`src/rtl/serial_adder.sv`:
```
// Bit-serial adder: one bit per clock, LSB first, through a two-half-adder full-adder cell
// with a registered carry. start/busy/done handshake; sum/cout hold until the next result.

module half_adder (
   input  logic x,
   input  logic y,
   output logic s,
   output logic c
);
   assign s = x ^ y;
   assign c = x & y;
endmodule

module serial_adder #(
   parameter int WIDTH = 8
) (
   input  logic             clk,
   input  logic             rst_n,
   input  logic             start,
   input  logic [WIDTH-1:0] a,
   input  logic [WIDTH-1:0] b,
   input  logic             cin,
   output logic             busy,
   output logic             done,
   output logic [WIDTH-1:0] sum,
   output logic             cout
);
   localparam int CW = $clog2(WIDTH) + 1;

   typedef enum logic [1:0] {IDLE, RUN, DONE} state_t;

   state_t           state, state_nxt;
   logic [WIDTH-1:0] a_sh, b_sh, res_sh, res_nxt;
   logic [CW-1:0]    cnt;
   logic             carry, carry_nxt;
   logic             s0, c0, s1, c1;
   logic             last;

   half_adder u_ha0 (.x(a_sh[0]), .y(b_sh[0]), .s(s0), .c(c0));
   half_adder u_ha1 (.x(s0),      .y(carry),   .s(s1), .c(c1));

   assign carry_nxt = c0 | c1;
   // Shift form keeps WIDTH=1 legal: the new bit lands directly in bit 0.
   assign res_nxt   = (res_sh >> 1) | (WIDTH'(s1) << (WIDTH-1));
   assign last      = (cnt == CW'(WIDTH-1));

   always_ff @(posedge clk or negedge rst_n) begin
      if (!rst_n) state <= IDLE;
      else        state <= state_nxt;
   end

   always_comb begin
      state_nxt = state;
      case (state)
         IDLE:    if (start) state_nxt = RUN;
         RUN:     if (last)  state_nxt = DONE;
         DONE:    state_nxt = IDLE;
         default: state_nxt = IDLE;
      endcase
   end

   always_comb begin
      busy = (state != IDLE);
      done = (state == DONE);
   end

   always_ff @(posedge clk or negedge rst_n) begin
      if (!rst_n) begin
         a_sh   <= '0;
         b_sh   <= '0;
         res_sh <= '0;
         carry  <= 1'b0;
         cnt    <= '0;
         sum    <= '0;
         cout   <= 1'b0;
      end else if (state == IDLE) begin
         if (start) begin
            a_sh  <= a;
            b_sh  <= b;
            carry <= cin;
            cnt   <= '0;
         end
      end else if (state == RUN) begin
         a_sh   <= a_sh >> 1;
         b_sh   <= b_sh >> 1;
         res_sh <= res_nxt;
         carry  <= carry_nxt;
         cnt    <= cnt + CW'(1);
         if (last) begin
            sum  <= res_nxt;
            cout <= carry_nxt;
         end
      end
   end

endmodule

```
`config.mk`:
```
export PLATFORM = sky130hd
export DESIGN_NAME = serial_adder
export DESIGN_NICKNAME = d
export VERILOG_FILES = /design/src/rtl/serial_adder.sv
export SDC_FILE = /design/constraint.sdc
export NUM_CORES = 1
export LEC_CHECK = 0
export CAP_MARGIN = 10
export CORE_MARGIN = 4
export CORE_UTILIZATION = 45
export CTS_CLUSTER_SIZE = 14
export DETAILED_ROUTE_END_ITERATION = 10
export PLACE_DENSITY = 0.75
export SYNTH_ARGS = -nofsm -noshare
export SYNTH_HDL_FRONTEND = slang
export SYNTH_SLANG_ARGS = --single-unit
```
`constraint.sdc`:
```
create_clock -name clk -period 4.1 [get_ports clk]
set_input_delay 0.82 -clock clk [delete_from_list [all_inputs] [get_ports clk]]
set_output_delay 0.82 -clock clk [all_outputs]
set_load 0.01 [all_outputs]
```
-- Word-level counts from Yosys, hierarchy flattened
Index checks and enable logic that the tools add are counted.
- bits in registers: 40
- input bits: 20
- output and inout port bits: 11
- logic and storage cells: 43
- $add $sub $neg: 1
- equality and inequality tests: 5
- mux-type cells: 15
- bitwise operators: 7
- reduce and logical (&&, ||, !) cells: 7
- operators with widths (kind ; number):
    $mux 8 ; 6
    $mux 4 ; 3
    $or 7x8->8 ; 1
    $reduce_and 2->1 ; 3
    $add 4x1->4 const B ; 1
    $eq 4x3->1 const B ; 1
    $mux 2 ; 2
    $ne 2x2->1 const B ; 2
    $pmux 2 s2 ; 1
    $reduce_bool 2->1 ; 2
    $mux 1 ; 3
    $reduce_and 3->1 ; 1
    $and 1x1->1 ; 2
    $eq 2x1->1 const B ; 1
    $eq 2x2->1 const B ; 1
    $logic_not 2->1 ; 1
    $xor 1x1->1 ; 2
    $not 1->1 ; 1
    $or 1x1->1 ; 1

-- Depth between registers and ports, before layout
Gate-level depths: netlist (run 1).
- depth in word-level cells: 5
- gate-level depth with buffers: 5
- gate-level depth less buffers: 4

-- Modules after synthesis
Synthesis (run 1) repeated with hierarchy kept, for this count alone.
- cells, all modules: 156
- area total of the unflattened synthesis: 1767.9 um^2
- modules (own cells, without submodules) (module ; times used ; cells an instance ; area an instance (um^2) ; sequential area each (um^2)):
    serial_adder ; 1 ; 154 ; 1742.9 ; 975.9
    half_adder ; 2 ; 1 ; 12.5 ; 0.0

-- Worst setup path after synthesis (run 1)
No wires, ideal clock.
- path kind: register to output
- start: reg state[0]
- end: out busy
- arrival time: 0.979 ns
- data required time: 3.280 ns
- setup slack: 2.301 ns
- cell stages (with the launch flop): 5
- path buffers: 2
- cell sequence: dfrtp_1 buf_6 nor2_4 buf_8 inv_1
- longest elaborated chain between the ends: 1
- RTL lines (what ; line ; RTL):
    from (decl) ; 32 ; state_t state, state_nxt;
    from (signal assigned) ; 49 ; else state <= state_nxt;
    $reduce_bool 2->1 ; 63 ; busy = (state != IDLE);
    to (decl) ; 23 ; output logic busy,
No other way between the ends.

-- Worst setup path in the final report (run 1)
Ends and elaborated chain as after synthesis.

==> impl_metrics.env, run 1 <==
export IMPL_run_status="complete, no violations"
export IMPL_required_ns=3.28
export IMPL_cp_arrival_ns=1.87
export IMPL_maxSlewViolCount=0
export IMPL_grt_overflow_total=0
export IMPL_cts_tree="built"
export IMPL_die_h_um=70.30
export IMPL_path_clk_slew_ns=0.07
export IMPL_holdWs_ns=0.4844
export IMPL_comb_power_share=0.420
export IMPL_grt_pass1_vias=1219
export IMPL_holdCritPathClass="flop to flop"
export IMPL_synth_edff_count=0
export IMPL_grt_max_degree=40
export IMPL_worst_slew_pin_slew_ns=0.8389
export IMPL_num_io_pins=31
export IMPL_hpwl_mm=2.111
export IMPL_ys_types=27
export IMPL_hold_buffers=0
export IMPL_swShare=0.3492
export IMPL_gp_congestion=0.7312
export IMPL_firstDrtPassIters=4
export IMPL_drt_total_wl_mm=2.986
export IMPL_pre_cts_slack_ns=1.435
export IMPL_num_rows=22
export IMPL_drive_above_1_share=0.1117
export IMPL_antenna_left=0
export IMPL_routed_via_density=5.053
export IMPL_fmax_mhz=371.8
export IMPL_p_per_area_mw_per_mm2=740.6
export IMPL_worstSkewPairLatency_ns=0.29
export IMPL_min_period_over_period=0.6560
export IMPL_die_area_mm2=0.004942
export IMPL_synth_async_reset_ratio=1.000
export IMPL_rsz0062_at_grt="no"
export IMPL_grt_first_pass_wirelength_mm=5.402
export IMPL_leakage_nw=0.9322
export IMPL_antenna_found_initial=0
export IMPL_ys_seq_elements=39
export IMPL_cts_root_buf="clkbuf_8"
export IMPL_synthCells=151
export IMPL_synthesis_nets=173
export IMPL_cts_resized=0
export IMPL_final_area_mm2=0.002118
export IMPL_drc_errors=0
export IMPL_setup_tns_ns=0
export IMPL_power_mw=1.569
export IMPL_layout_setup_ws_ns=1.410
export IMPL_numCtsBuffers=5
export IMPL_wire_per_inst_um=13.15
export IMPL_syn_area_per_cell_um2=11.57
export IMPL_n_fill_cell=336
export IMPL_clock_skew_ns=0.005884
export IMPL_ys_flop_type="dfrtp_1"
export IMPL_htree_num_levels=2
export IMPL_slew_headroom=0.4407
export IMPL_drv_cap=0
export IMPL_layout_common_cells="39 x nand2_1, 39 x dfrtp_1, 29 x clkdlybuf4s50_1"
export IMPL_critPathLaunchType="flop"
export IMPL_power_frac_seq=0.433
export IMPL_crit_fanout=17
export IMPL_clkPwrFrac=0.147
export IMPL_cts_setup_buffers=0
export IMPL_nets=202
export IMPL_clk_path_buf_depth=2
export IMPL_hold_viol=0
export IMPL_p_int_mw=1.021
export IMPL_drt_iter0_drc=68
export IMPL_syn_to_final_growth_pct=21.27
export IMPL_dieWidth_um=70.30
export IMPL_vias=1147
export IMPL_num_antenna_cells=0
export IMPL_yosysSeqAreaShare=0.5587
export IMPL_core_area_mm2=0.003716
export IMPL_path_class="flop to output port"
export IMPL_cp_end_kind="output port"
export IMPL_p_sw_mw=0.5478
export IMPL_port_buffers=30
export IMPL_start_util=0.4700
export IMPL_synthesis_area_mm2=0.001747
export IMPL_clkSinkCount=39
export IMPL_grt_use_total=0.1369
export IMPL_placed_cell_area_mm2=0.002031
export IMPL_yosysWarnings=0
export IMPL_ir_drop_uv=347.8
export IMPL_setup_violations_final=0
export IMPL_period_needed_ns=2.690
## area by class of cell
cell class / count / area, um2 / share of cell area
flip-flops and latches: 39 / 975.9 / 0.4607
multi-input cells: 99 / 684.4 / 0.3231
repair buffers: 31 / 310.3 / 0.1465
clock buffers: 6 / 72.57 / 0.03426
well taps: 48 / 60.06 / 0.02835
inverters: 4 / 15.01 / 0.007088
## sequential cells by signal, summed over array words and instances (netlist names)
| signal | cells |
|---|---|
| cnt | 4 |
| sum | 8 |
| res_sh | 7 |
| a_sh | 8 |
| state | 2 |
| cout | 1 |
| carry | 1 |
| b_sh | 8 |
## critical path, cell delays in order, from the launching register on
cell	delay, ns
dfrtp_1	0.49
nor2_4	0.52
inv_1	0.08
clkdlybuf4s50_1	0.49
## synth_stat cells, drive strengths merged (2+ instances only)
master | instances | share of area
a21oi | 4 | 0.011
buf | 7 | 0.037
clkbuf | 2 | 0.0043
dfrtp | 39 | 0.56
inv | 4 | 0.0086
mux2 | 9 | 0.077
mux2i | 15 | 0.086
nand2 | 39 | 0.084
nor2b | 2 | 0.011
o21ai | 17 | 0.049
## power by group through the flow
| stage | combinational, mW | clock, mW | sequential [mW] |
|---|---|---|---|
| finish | 0.659 | 0.231 | 0.679 |
| global route | 0.749 | 0.253 | 0.707 |
| CTS | 0.660 | 0.237 | 0.681 |
| detailed placement | 0.657 | 0 | 0.688 |
| global placement | 0.623 | 0 | 0.678 |
| floorplan | 0.501 | 0 | 0.665 |
## metal layers
metal / part of all wire / wire length (um) / vias to the layer above / global-route usage
met2: 0.48 / 1434 / 30 / 0.2308
met3: 0.061 / 182 / 2 / 0.05468
li1: - / - / 561 / -
met5: 0 / 0 / - / 0
met1: 0.45 / 1355 / 554 / 0.1633
met4: 0.0044 / 13 / 0 / 0.03191
## logic make-up (layout without fill, tap and decap cells)
kind of cell,after synthesis,count (layout),synth area share
and+or+nand+nor,46,46,0.1182
DFF,39,39,0.5587
AOI/OAI and AO/OA,27,27,0.09169
muxes,24,24,0.1633
buffers and inverters,13,41,0.04943
adders and majority gates,2,2,0.01862
## stage by stage
step,cells,util
2_1_floorplan,151,-
3_3_place_gp,220,0.5465
3_5_place_dp,220,0.5465
4_1_cts,226,0.5660
5_1_grt,227,0.5700
6_report,227,0.5700
## path summary, 6_finish.rpt
check / slack, ns / startpoint / to / cells past startpoint
min in group asynchronous: 0.64 / rst_n / res_sh[3]$_DFFE_PN0P_ / 1
min: 0.48 / b_sh[1]$_DFFE_PN0P_ / b_sh[1]$_DFFE_PN0P_ / 2
max in group asynchronous: 2.93 / rst_n / state[1]$_DFFE_PN0P_ / 1
max reg2reg: 2.38 / state[0]$_DFFE_PN0P_ / sum[0]$_DFFE_PN0P_ / 3
max: 1.41 / state[0]$_DFFE_PN0P_ / busy / 3
min reg2reg: 0.48 / b_sh[1]$_DFFE_PN0P_ / b_sh[1]$_DFFE_PN0P_ / 2
(Power assumes the default switching activity.)
==> run 2: changes to the inputs <==
Clock period 4.1 ns to 2.5 ns, I/O delays scaled along.
==> impl_metrics.env, run 2 (same netlist as run 1, synthesis figures left out) <==
export IMPL_run_status="complete, no violations"
export IMPL_path_clk_slew_ns=0.08
export IMPL_antenna_found_initial=0
export IMPL_n_fill_cell=338
export IMPL_grt_use_total=0.1377
export IMPL_htree_num_levels=2
export IMPL_clkSinkCount=39
export IMPL_required_ns=2.00
export IMPL_cts_setup_buffers=0
export IMPL_slew_headroom=0.4354
export IMPL_critPathLaunchType="flop"
export IMPL_hold_viol=0
export IMPL_syn_to_final_growth_pct=22.42
export IMPL_crit_path_max_incr_delay_ns=0.54
export IMPL_final_util=0.5754
export IMPL_die_h_um=70.30
export IMPL_path_class="flop to output port"
export IMPL_vias=1155
export IMPL_rsz0062_at_grt="no"
export IMPL_gp_congestion=0.7255
export IMPL_firstDrtPassIters=4
export IMPL_slowest_stage="clkdlybuf4s50_1"
export IMPL_cts_resized=0
export IMPL_antenna_left=0
export IMPL_maxSlewViolCount=0
export IMPL_numCtsBuffers=5
export IMPL_grt_first_pass_wirelength_mm=5.464
export IMPL_ir_drop_uv=641.3
export IMPL_biggestRegsByFlops="a_sh x8, b_sh x8, sum x8"
export IMPL_r2r_cells=3
export IMPL_worstSkewPairLatency_ns=0.29
export IMPL_clk_path_buf_depth=2
export IMPL_holdWs_ns=0.3039
export IMPL_grt_overflow_total=0
export IMPL_num_io_pins=31
export IMPL_setup_tns_ns=0
export IMPL_grt_max_degree=40
export IMPL_num_antenna_cells=0
export IMPL_fmax_mhz=493.9
export IMPL_drv_cap=0
export IMPL_cts_root_buf="clkbuf_8"
export IMPL_core_area_mm2=0.003716
export IMPL_leakage_nw=0.9449
export IMPL_drive_above_1_share=0.1311
export IMPL_clock_skew_ns=0.01037
export IMPL_worstPathCellList="nor2b_1 > clkdlybuf4s50_1"
export IMPL_dieWidth_um=70.30
export IMPL_die_area_mm2=0.004942
export IMPL_drt_total_wl_mm=3.089
export IMPL_grt_pass1_vias=1201
export IMPL_period_needed_ns=2.025
export IMPL_hpwl_mm=2.210
export IMPL_p_per_area_mw_per_mm2=1228
export IMPL_num_rows=22
export IMPL_drc_errors=0
export IMPL_cts_tree="built"
export IMPL_routed_via_density=5.000
export IMPL_wire_per_inst_um=13.37
export IMPL_crit_fanout=7
export IMPL_power_mw=2.626
export IMPL_worst_slew_pin_slew_ns=0.8469
export IMPL_port_buffers=30
export IMPL_nets=204
export IMPL_drt_iter0_drc=50
export IMPL_hold_buffers=0
export IMPL_cp_end_kind="output port"
export IMPL_cp_arrival_ns=1.52
export IMPL_min_period_over_period=0.8098
export IMPL_setup_violations_final=0
export IMPL_holdCritPathClass="input port to async pin"
export IMPL_layout_common_cells="39 x nand2_1, 39 x dfrtp_1, 29 x clkdlybuf4s50_1"
export IMPL_start_util=0.4700
==> run 2: changes by cell type in the layout (fill, tap and decap cells not counted), sizes merged <==
cell,delta
clkinv,+1
buf,+2
clkinvlp,+1
==> run 2: worst max-delay path: cells and delay by family, from the launching register on <==
kind          cells  cell delay, ns
flops             1            0.52
simple gates      1            0.17
buf+inv           1            0.54
==> run 2: metrics by stage <==
stage | instances | worst slack (ns) | instance area (um2)
4_1_cts | 231 | 0.4617 | 2138
2_1_floorplan | 151 | 1.021 | 1747
6_report | 231 | 0.4754 | 2138
5_1_grt | 231 | 0.3835 | 2138
3_3_place_gp | 223 | 0.8053 | 2053
3_5_place_dp | 223 | 0.7464 | 2053
==> run 2: path summary, 6_finish.rpt <==
path	startpoint	to	slack, ns
worst max-delay path	state[1]$_DFFE_PN0P_	done	0.48
worst min register to register	res_sh[1]$_DFFE_PN0P_	res_sh[1]$_DFFE_PN0P_	0.48
min in group clk	res_sh[1]$_DFFE_PN0P_	res_sh[1]$_DFFE_PN0P_	0.48
worst max register to register	state[0]$_DFFE_PN0P_	sum[5]$_DFFE_PN0P_	0.76
worst min-delay path	rst_n	res_sh[1]$_DFFE_PN0P_	0.30
max in group asynchronous	rst_n	a_sh[5]$_DFFE_PN0P_	1.65
==> run 2: report_power, final <==
| part | internal, mW | switching [mW] |
|---|---|---|
| sequential | 0.916 | 0.201 |
| combinational | 0.581 | 0.512 |
| clock | 0.195 | 0.222 |
==> run 2: layout make-up <==
cell class	instances	area, um2	area share
well taps	48	60.06	0.02809
clock buffers	6	72.57	0.03394
inverters	4	15.01	0.007022
clock inverters	2	12.51	0.005851
repair buffers	33	317.8	0.1486
flip-flops and latches	39	975.9	0.4564
multi-input cells	99	684.4	0.3201
==> run 2: routing by layer <==
metal  global-route usage  wire (um)
met1               0.1618       1334
met4              0.05106         43
met3              0.03309        155
met5                    0          0
met2               0.2412       1556
